<file path="config.mk">
export PLATFORM = sky130hd
export DESIGN_NAME = mem_line_arbiter
export DESIGN_NICKNAME = d
export VERILOG_FILES = /design/src/rtl/mem_pkg.sv /design/src/rtl/mem_rr_arbiter.sv /design/src/rtl/mem_line_arbiter.sv
export SDC_FILE = /design/constraint.sdc
export NUM_CORES = 1
export LEC_CHECK = 0
export CAP_MARGIN = 0
export CELL_PAD_IN_SITES_DETAIL_PLACEMENT = 1
export CELL_PAD_IN_SITES_GLOBAL_PLACEMENT = 1
export CORE_AREA = 2 2 246 248
export CTS_CLUSTER_DIAMETER = 50
export DETAILED_ROUTE_END_ITERATION = 16
export DIE_AREA = 0 0 248 250
export DONT_BUFFER_PORTS = 1
export GPL_TIMING_DRIVEN = 0
export MAX_ROUTING_LAYER = met4
export PLACE_DENSITY_LB_ADDON = 0.15
export SLEW_MARGIN = 25
export SYNTH_ARGS = -nofsm -noshare
export SYNTH_HDL_FRONTEND = slang
export SYNTH_SLANG_ARGS = --single-unit
</file>
<file path="constraint.sdc">
create_clock -name clk -period 2.4 [get_ports clk]
set_input_delay 0.48 -clock clk [delete_from_list [all_inputs] [get_ports clk]]
set_output_delay 0.48 -clock clk [all_outputs]
set_load 0.02 [all_outputs]
</file>
<file path="src/rtl/mem_pkg.sv">
// Shared widths and enumerations for the line-RAM arbiter and its round-robin helper.
package mem_pkg;

    localparam int LINE_W  = 128;
    localparam int LADDR_W = 26;

    typedef enum logic [1:0] {
        IDLE = 2'd0,
        BUSY = 2'd1,
        DONE = 2'd2
    } state_t;

    typedef enum logic {
        GNT_IC = 1'b0,
        GNT_DC = 1'b1
    } grant_t;

endpackage

</file>
<file path="src/rtl/mem_rr_arbiter.sv">
// Two-input round-robin picker; the last_grant pointer only moves when the grant is taken.
module mem_rr_arbiter
    import mem_pkg::*;
(
    input  logic   clk,
    input  logic   reset,
    input  logic   i_req_ic,
    input  logic   i_req_dc,
    input  logic   i_accept,
    output grant_t o_grant,
    output logic   o_any_req
);

    grant_t r_last_grant;

    // On a tie the port that did not win last time goes first.
    always_comb begin
        o_grant = GNT_IC;
        if (i_req_ic && i_req_dc) begin
            o_grant = (r_last_grant == GNT_IC) ? GNT_DC : GNT_IC;
        end else if (i_req_dc) begin
            o_grant = GNT_DC;
        end
    end

    assign o_any_req = i_req_ic | i_req_dc;

    always_ff @(posedge clk) begin
        if (reset) begin
            r_last_grant <= GNT_IC;
        end else if (i_accept) begin
            r_last_grant <= o_grant;
        end
    end

endmodule

</file>
<file path="src/rtl/mem_line_arbiter.sv">
// Arbitrates I-cache and D-cache line requests onto a combinational line RAM and
// sequences a fixed access latency. Handshake: req is a level held until its one-cycle ready.
module mem_line_arbiter
    import mem_pkg::*;
#(
    parameter int unsigned MEM_LATENCY = 5
)
(
    input  logic                clk,
    input  logic                reset,
    input  logic                ic_req,
    input  logic [LADDR_W-1:0]  ic_addr,
    output logic                ic_ready,
    input  logic                dc_req,
    input  logic                dc_we,
    input  logic [LADDR_W-1:0]  dc_addr,
    input  logic [LINE_W-1:0]   dc_wdata,
    output logic                dc_ready,
    output logic [LINE_W-1:0]   rdata,
    output logic                busy,
    output logic [LADDR_W-1:0]  mem_rd_addr,
    output logic [LADDR_W-1:0]  mem_wr_addr,
    output logic [LINE_W-1:0]   mem_wdata,
    output logic                mem_we,
    input  logic [LINE_W-1:0]   mem_rdata,
    output logic [1:0]          dbg_state
);

    localparam int CNT_W = $clog2(MEM_LATENCY + 1);
    localparam logic [CNT_W-1:0] CNT_LOAD = CNT_W'(MEM_LATENCY - 1);

    state_t               r_state;
    logic [CNT_W-1:0]     r_cnt;
    grant_t               r_gnt;
    logic                 r_we;
    logic [LADDR_W-1:0]   r_addr;
    logic [LINE_W-1:0]    r_wdata;
    logic [LINE_W-1:0]    r_rdata;

    grant_t               w_grant;
    logic                 w_any_req;
    logic                 w_accept;
    logic                 w_access;

    assign w_accept = (r_state == IDLE) && w_any_req;
    assign w_access = (r_state == BUSY) && (r_cnt == '0);

    mem_rr_arbiter u_rr (
        .clk       (clk),
        .reset     (reset),
        .i_req_ic  (ic_req),
        .i_req_dc  (dc_req),
        .i_accept  (w_accept),
        .o_grant   (w_grant),
        .o_any_req (w_any_req)
    );

    always_ff @(posedge clk) begin
        if (reset) begin
            r_state <= IDLE;
            r_cnt   <= '0;
            r_gnt   <= GNT_IC;
            r_we    <= 1'b0;
            r_addr  <= '0;
            r_wdata <= '0;
            r_rdata <= '0;
        end else begin
            case (r_state)
                IDLE: begin
                    if (w_accept) begin
                        r_state <= BUSY;
                        r_cnt   <= CNT_LOAD;
                        r_gnt   <= w_grant;
                        // I-cache has no write path, so its grant leaves the write data alone.
                        if (w_grant == GNT_DC) begin
                            r_addr  <= dc_addr;
                            r_we    <= dc_we;
                            r_wdata <= dc_wdata;
                        end else begin
                            r_addr  <= ic_addr;
                            r_we    <= 1'b0;
                        end
                    end
                end
                BUSY: begin
                    if (r_cnt != '0) begin
                        r_cnt <= r_cnt - 1'b1;
                    end else begin
                        if (!r_we) begin
                            r_rdata <= mem_rdata;
                        end
                        r_state <= DONE;
                    end
                end
                DONE: begin
                    r_state <= IDLE;
                end
                default: begin
                    r_state <= IDLE;
                end
            endcase
        end
    end

    assign ic_ready    = (r_state == DONE) && (r_gnt == GNT_IC);
    assign dc_ready    = (r_state == DONE) && (r_gnt == GNT_DC);
    assign busy        = (r_state != IDLE);
    assign mem_we      = w_access && r_we;
    assign mem_rd_addr = r_addr;
    assign mem_wr_addr = r_addr;
    assign mem_wdata   = r_wdata;
    assign rdata       = r_rdata;
    assign dbg_state   = r_state;

endmodule
</file>
# Word level (Yosys, flattened, before mapping)
# Index checks and enable logic that the tools add are counted.
# totals
register_bits	290
out_inout_bits	314
input_bits	313
word_cells	45
# classes
n_mux	11
add_sub_neg	1
bitwise	4
n_eq_ne	5
n_reduce_logical	16
# ops
op	count
26-bit 2-to-1 mux	1
3-bit AND reduction	3
1-bit logical AND	6
3-bit 2-to-1 mux	2
3-bit case mux with 2 select lines	1
1-bit 2-to-1 mux	4
2-bit 2-to-1 mux	2
2-bit by 1-bit inequality test with 1-bit output (second input constant)	2
2-bit case mux with 2 select lines	1
2-bit AND reduction	2
2-bit nonzero test	2
3-bit zero test	1
1-bit NOT	3
3-bit nonzero test	1
3-bit by 1-bit subtractor with 3-bit output (second input constant)	1
2-bit by 1-bit equality test with 1-bit output (second input constant)	1
2-bit equality test (second input constant)	1
2-bit zero test	1
2-bit inequality test (second input constant)	1
1-bit OR	1

# Longest topological paths before layout
# depth
ltp_word	4
depth_mapped	7
mapped_depth_nobuf	5

# Modules after synthesis
# A second synthesis with hierarchy kept.
# hier_totals
cells_unflattened	1302
area_unflattened_um2	11871.4
# by_module_without_submodules
module	cells_per_inst	instances	area_each_um2	seq_area_each_um2
mem_line_arbiter	1296	1	11801.3	5785.5
mem_rr_arbiter	6	1	70.1	20.0

# Worst setup path before layout
# OpenSTA, ideal clock, no wires.
# synth_timing
path_kind	register to output
from	register r_state[1] (netlist: dbg_state[1])
to	output port ic_ready
t_required_ns	1.920
path_stages_with_launch	2
path_buffers	0
arrival_time_ns	1.088
path_slack_ns	0.832
cell_sequence	dfxtp_1 > nor3b_1
# synth_via
elab_chain_len	2
# synth_lines
element	line	rtl
start, declared	mem_line_arbiter.sv:32	state_t r_state;
start signal, assigned	mem_line_arbiter.sv:60	r_state <= IDLE;
start signal, assigned	mem_line_arbiter.sv:71	r_state <= BUSY;
start signal, assigned	mem_line_arbiter.sv:92	r_state <= DONE;
2-bit equality test	mem_line_arbiter.sv:105	assign ic_ready = (r_state == DONE) && (r_gnt == GNT_IC);
1-bit logical AND	mem_line_arbiter.sv:105	
end, declared	mem_line_arbiter.sv:13	output logic ic_ready,
# Every way passes these cells.

# Worst setup path in the final report
# layout_timing
from	register r_cnt[0]
to	output port mem_we
# layout_via
elab_chain_len	3
# layout_lines
element	line	rtl
start, declared	mem_line_arbiter.sv:33	logic [CNT_W-1:0] r_cnt;
start signal, assigned	mem_line_arbiter.sv:87	r_cnt <= r_cnt - 1'b1;
3-bit zero test	mem_line_arbiter.sv:46	assign w_access = (r_state == BUSY) && (r_cnt == '0);
1-bit logical AND	mem_line_arbiter.sv:46	
1-bit logical AND	mem_line_arbiter.sv:108	assign mem_we = w_access && r_we;
end, declared	mem_line_arbiter.sv:24	output logic mem_we,
# Every way passes these cells.

==> flow_summary.toml <==
[cts]
clockBufferDepth = 3
clock-sinks = 289
cts_buffers = 46
clk_pin_slew_worst_paths_ns = 0.05
cts_htree_levels = 2
clkLatencyLatePin_ns = 0.56
tritoncts = "built"
cts_setup_buffers = 0
root_buffer = "clkbuf_16"

[global_routing]
grt_pass1_wl_mm = 74.37
grt-ovfl-total = 0
grt_usage = 0.1669
grt_max_degree = 12
antenna_found_initial = 3
grt_pass1_vias = 10760

[detailed_routing]
wl_per_cell_um = 23.70
via_per_inst = 4.542
drcViolationCount = 0
wl_mm = 52.70
first_iter_violations = 425
via_count = 10100
antenna_left = 0
dr.pass1.iters = 4

[synth]
yosys.area.top_type = "dfxtp_1"
synth_top_area_frac = 0.4609
ys_warn_count = 0
synth_fp_nets = 1671
syn_avg_cell_area_um2 = 9.258
ys_seq_area_frac = 0.4609
synth.distinct_cells = 32
netlist_area_um2 = 12550
synth_cells = 1356
synthFlopType = "dfxtp_1"
ys_seq_elements = 289
async_flop_share = 0
synth_edf_count = 0
netlist_top_cells_area = "dfxtp_1 46%, nand2b_1 13%, mux2i_1 10%, a21oi_1 6.3%, o21ai_0 5.2%"

[worst_setup_path]
cpMaxStageDelayCell = "nor2_1"
worstPathRequired_ns = 1.92
path_buf_inv = 1
max_stage_delay_ns = 0.43
cp_data_arrival_time_ns = 1.78
path_cells = "inv_1, ha_1, nand4bb_4, nor2_1"
cp_max_fo = 3
worstSetupPathType = "flop to output port"
cp-start-kind = "flop"
cp-end-kind = "output port"
cp_top_family = "simple AND/OR/NAND/NOR gates"

[power]
cellLeakagePower_nw = 5.303
p_per_area_nw_per_um2 = 1032
ir_drop_v = 0.0005516
finalPower_mw = 15.72

[sta]
fin_ws_ns = 0.1385
hold_ws_ns = 0.05766
rsz0062_at_grt = "false"
tightest_slew_ns = 0.8308
setup_viol = 0
slew_viol_final = 0
post-route-min-period_ns = 2.261
max_slew_margin = 0.4449
hold_violations = 0
setup_tns_ns = 0
skew_ns = 0.02127
period_share = 0.9423
fmax_ghz = 0.4422

[cells_and_area]
multi_input_area_um2 = 5742
final_layout_size_suffix_gt1_frac = 0.1390
nets = 1719
mostFrequentLayoutCell = "dfxtp_1"
stdcell_area_um2 = 15230
area_delta_synth_final_pct = 21.33
regArea_um2 = 5791
fillers = 6840
layout_common_cells = "287 x dfxtp_1, 256 x nand2b_1, 159 x a21oi_1"

[place]
detailed_place_hpwl_mm = 40.98
place_congestion = 0.7971
numPortBuffers = 0
placed_cell_area_um2 = 13530
place_ws_ns = 0.2598

[floorplan]
design.die.area_um2 = 62000
die_h_um = 250
io_pins = 627
die_w_um = 248
start_util = 0.2107
coreArea_um2 = 59570
std_cell_rows = 90

[min_path]
min_path_type = "primary input to flop"

[run]
maxCapViolCount = 0

[status]
status = "finished, final reports clean"
[layer usage]
metal,GRT usage,vias up,share of wire
met5,-,-,0
met4,0.04380,0,0.023
met3,0.07850,75,0.11
met2,0.2893,404,0.50
met1,0.1671,4876,0.36
li1,-,4746,-
[sequential cells by signal, summed over array words and instances, names as in the netlist]
name         count
dbg_state        2
r_gnt            1
rdata          128
r_we             1
mem_wdata      128
mem_rd_addr     26
r_cnt            3
[power by group]
| group | internal (mW) | leakage (nW) | switching (mW) |
|---|---|---|---|
| logic | 0.862 | 2.11 | 1.29 |
| registers | 5.25 | 2.37 | 0.953 |
| clock network | 4.85 | 0.828 | 2.51 |
| total | 11.0 | 5.30 | 4.75 |
[kinds of logic (layout without fill, tap and decap cells)]
family / count (synthesis) / in the layout / share of synthesized area
fa+ha+maj: 2 / 2 / 0.001993
mux: 128 / 128 / 0.1021
simple gates: 455 / 455 / 0.2060
compound gates: 321 / 321 / 0.1473
buf+inv: 161 / 244 / 0.08173
flops: 289 / 289 / 0.4609
other cells: 0 / 3 / 0
[final timing paths]
check | from | end | slack [ns] | cells past startpoint
worst max-delay path | r_cnt[0] | mem_we | 0.14 | 4
worst min-delay path | dc_wdata[2] | mem_wdata[2] | 0.06 | 2
worst max register to register | r_gnt | mem_wdata[83] | 0.55 | 5
worst min register to register | r_cnt[1] | r_cnt[1] | 0.48 | 2
[repair_timing]
action	CTS	global route
hold buffers	0	0
endpoints found under the setup margin	3	0
resized for setup	5	0
[cell usage after synthesis, types with 13 or more instances]
cell,count
nand3_1,129
dfxtp_1,289
a21oi_1,159
buf_2,31
nand2b_1,256
nand2_1,54
a311oi_2,20
buf_12,13
clkbuf_1,67
mux2i_1,128
buf_4,31
o21ai_0,131
[cell type report]
class | instances | share of cell area
Clock buffer | 58 | 0.08453
Multi-Input combinational cell | 906 | 0.3770
Buffer | 156 | 0.06646
Sequential cell | 289 | 0.3802
Tap cell | 782 | 0.06424
Inverter | 5 | 0.001397
Clock inverter | 25 | 0.02571
Antenna cell | 3 | 0.0004929
[per-stage QoR]
| step | utilization | std cells |
|---|---|---|
| 2_1_floorplan | - | 1356 |
| 3_3_place_gp | 0.2272 | 2138 |
| 3_5_place_dp | 0.2272 | 2138 |
| 4_1_cts | 0.2556 | 2221 |
| 5_1_grt | 0.2557 | 2224 |
| 6_report | 0.2557 | 2224 |
No activity file was read; power rests on OpenSTA's default activity.
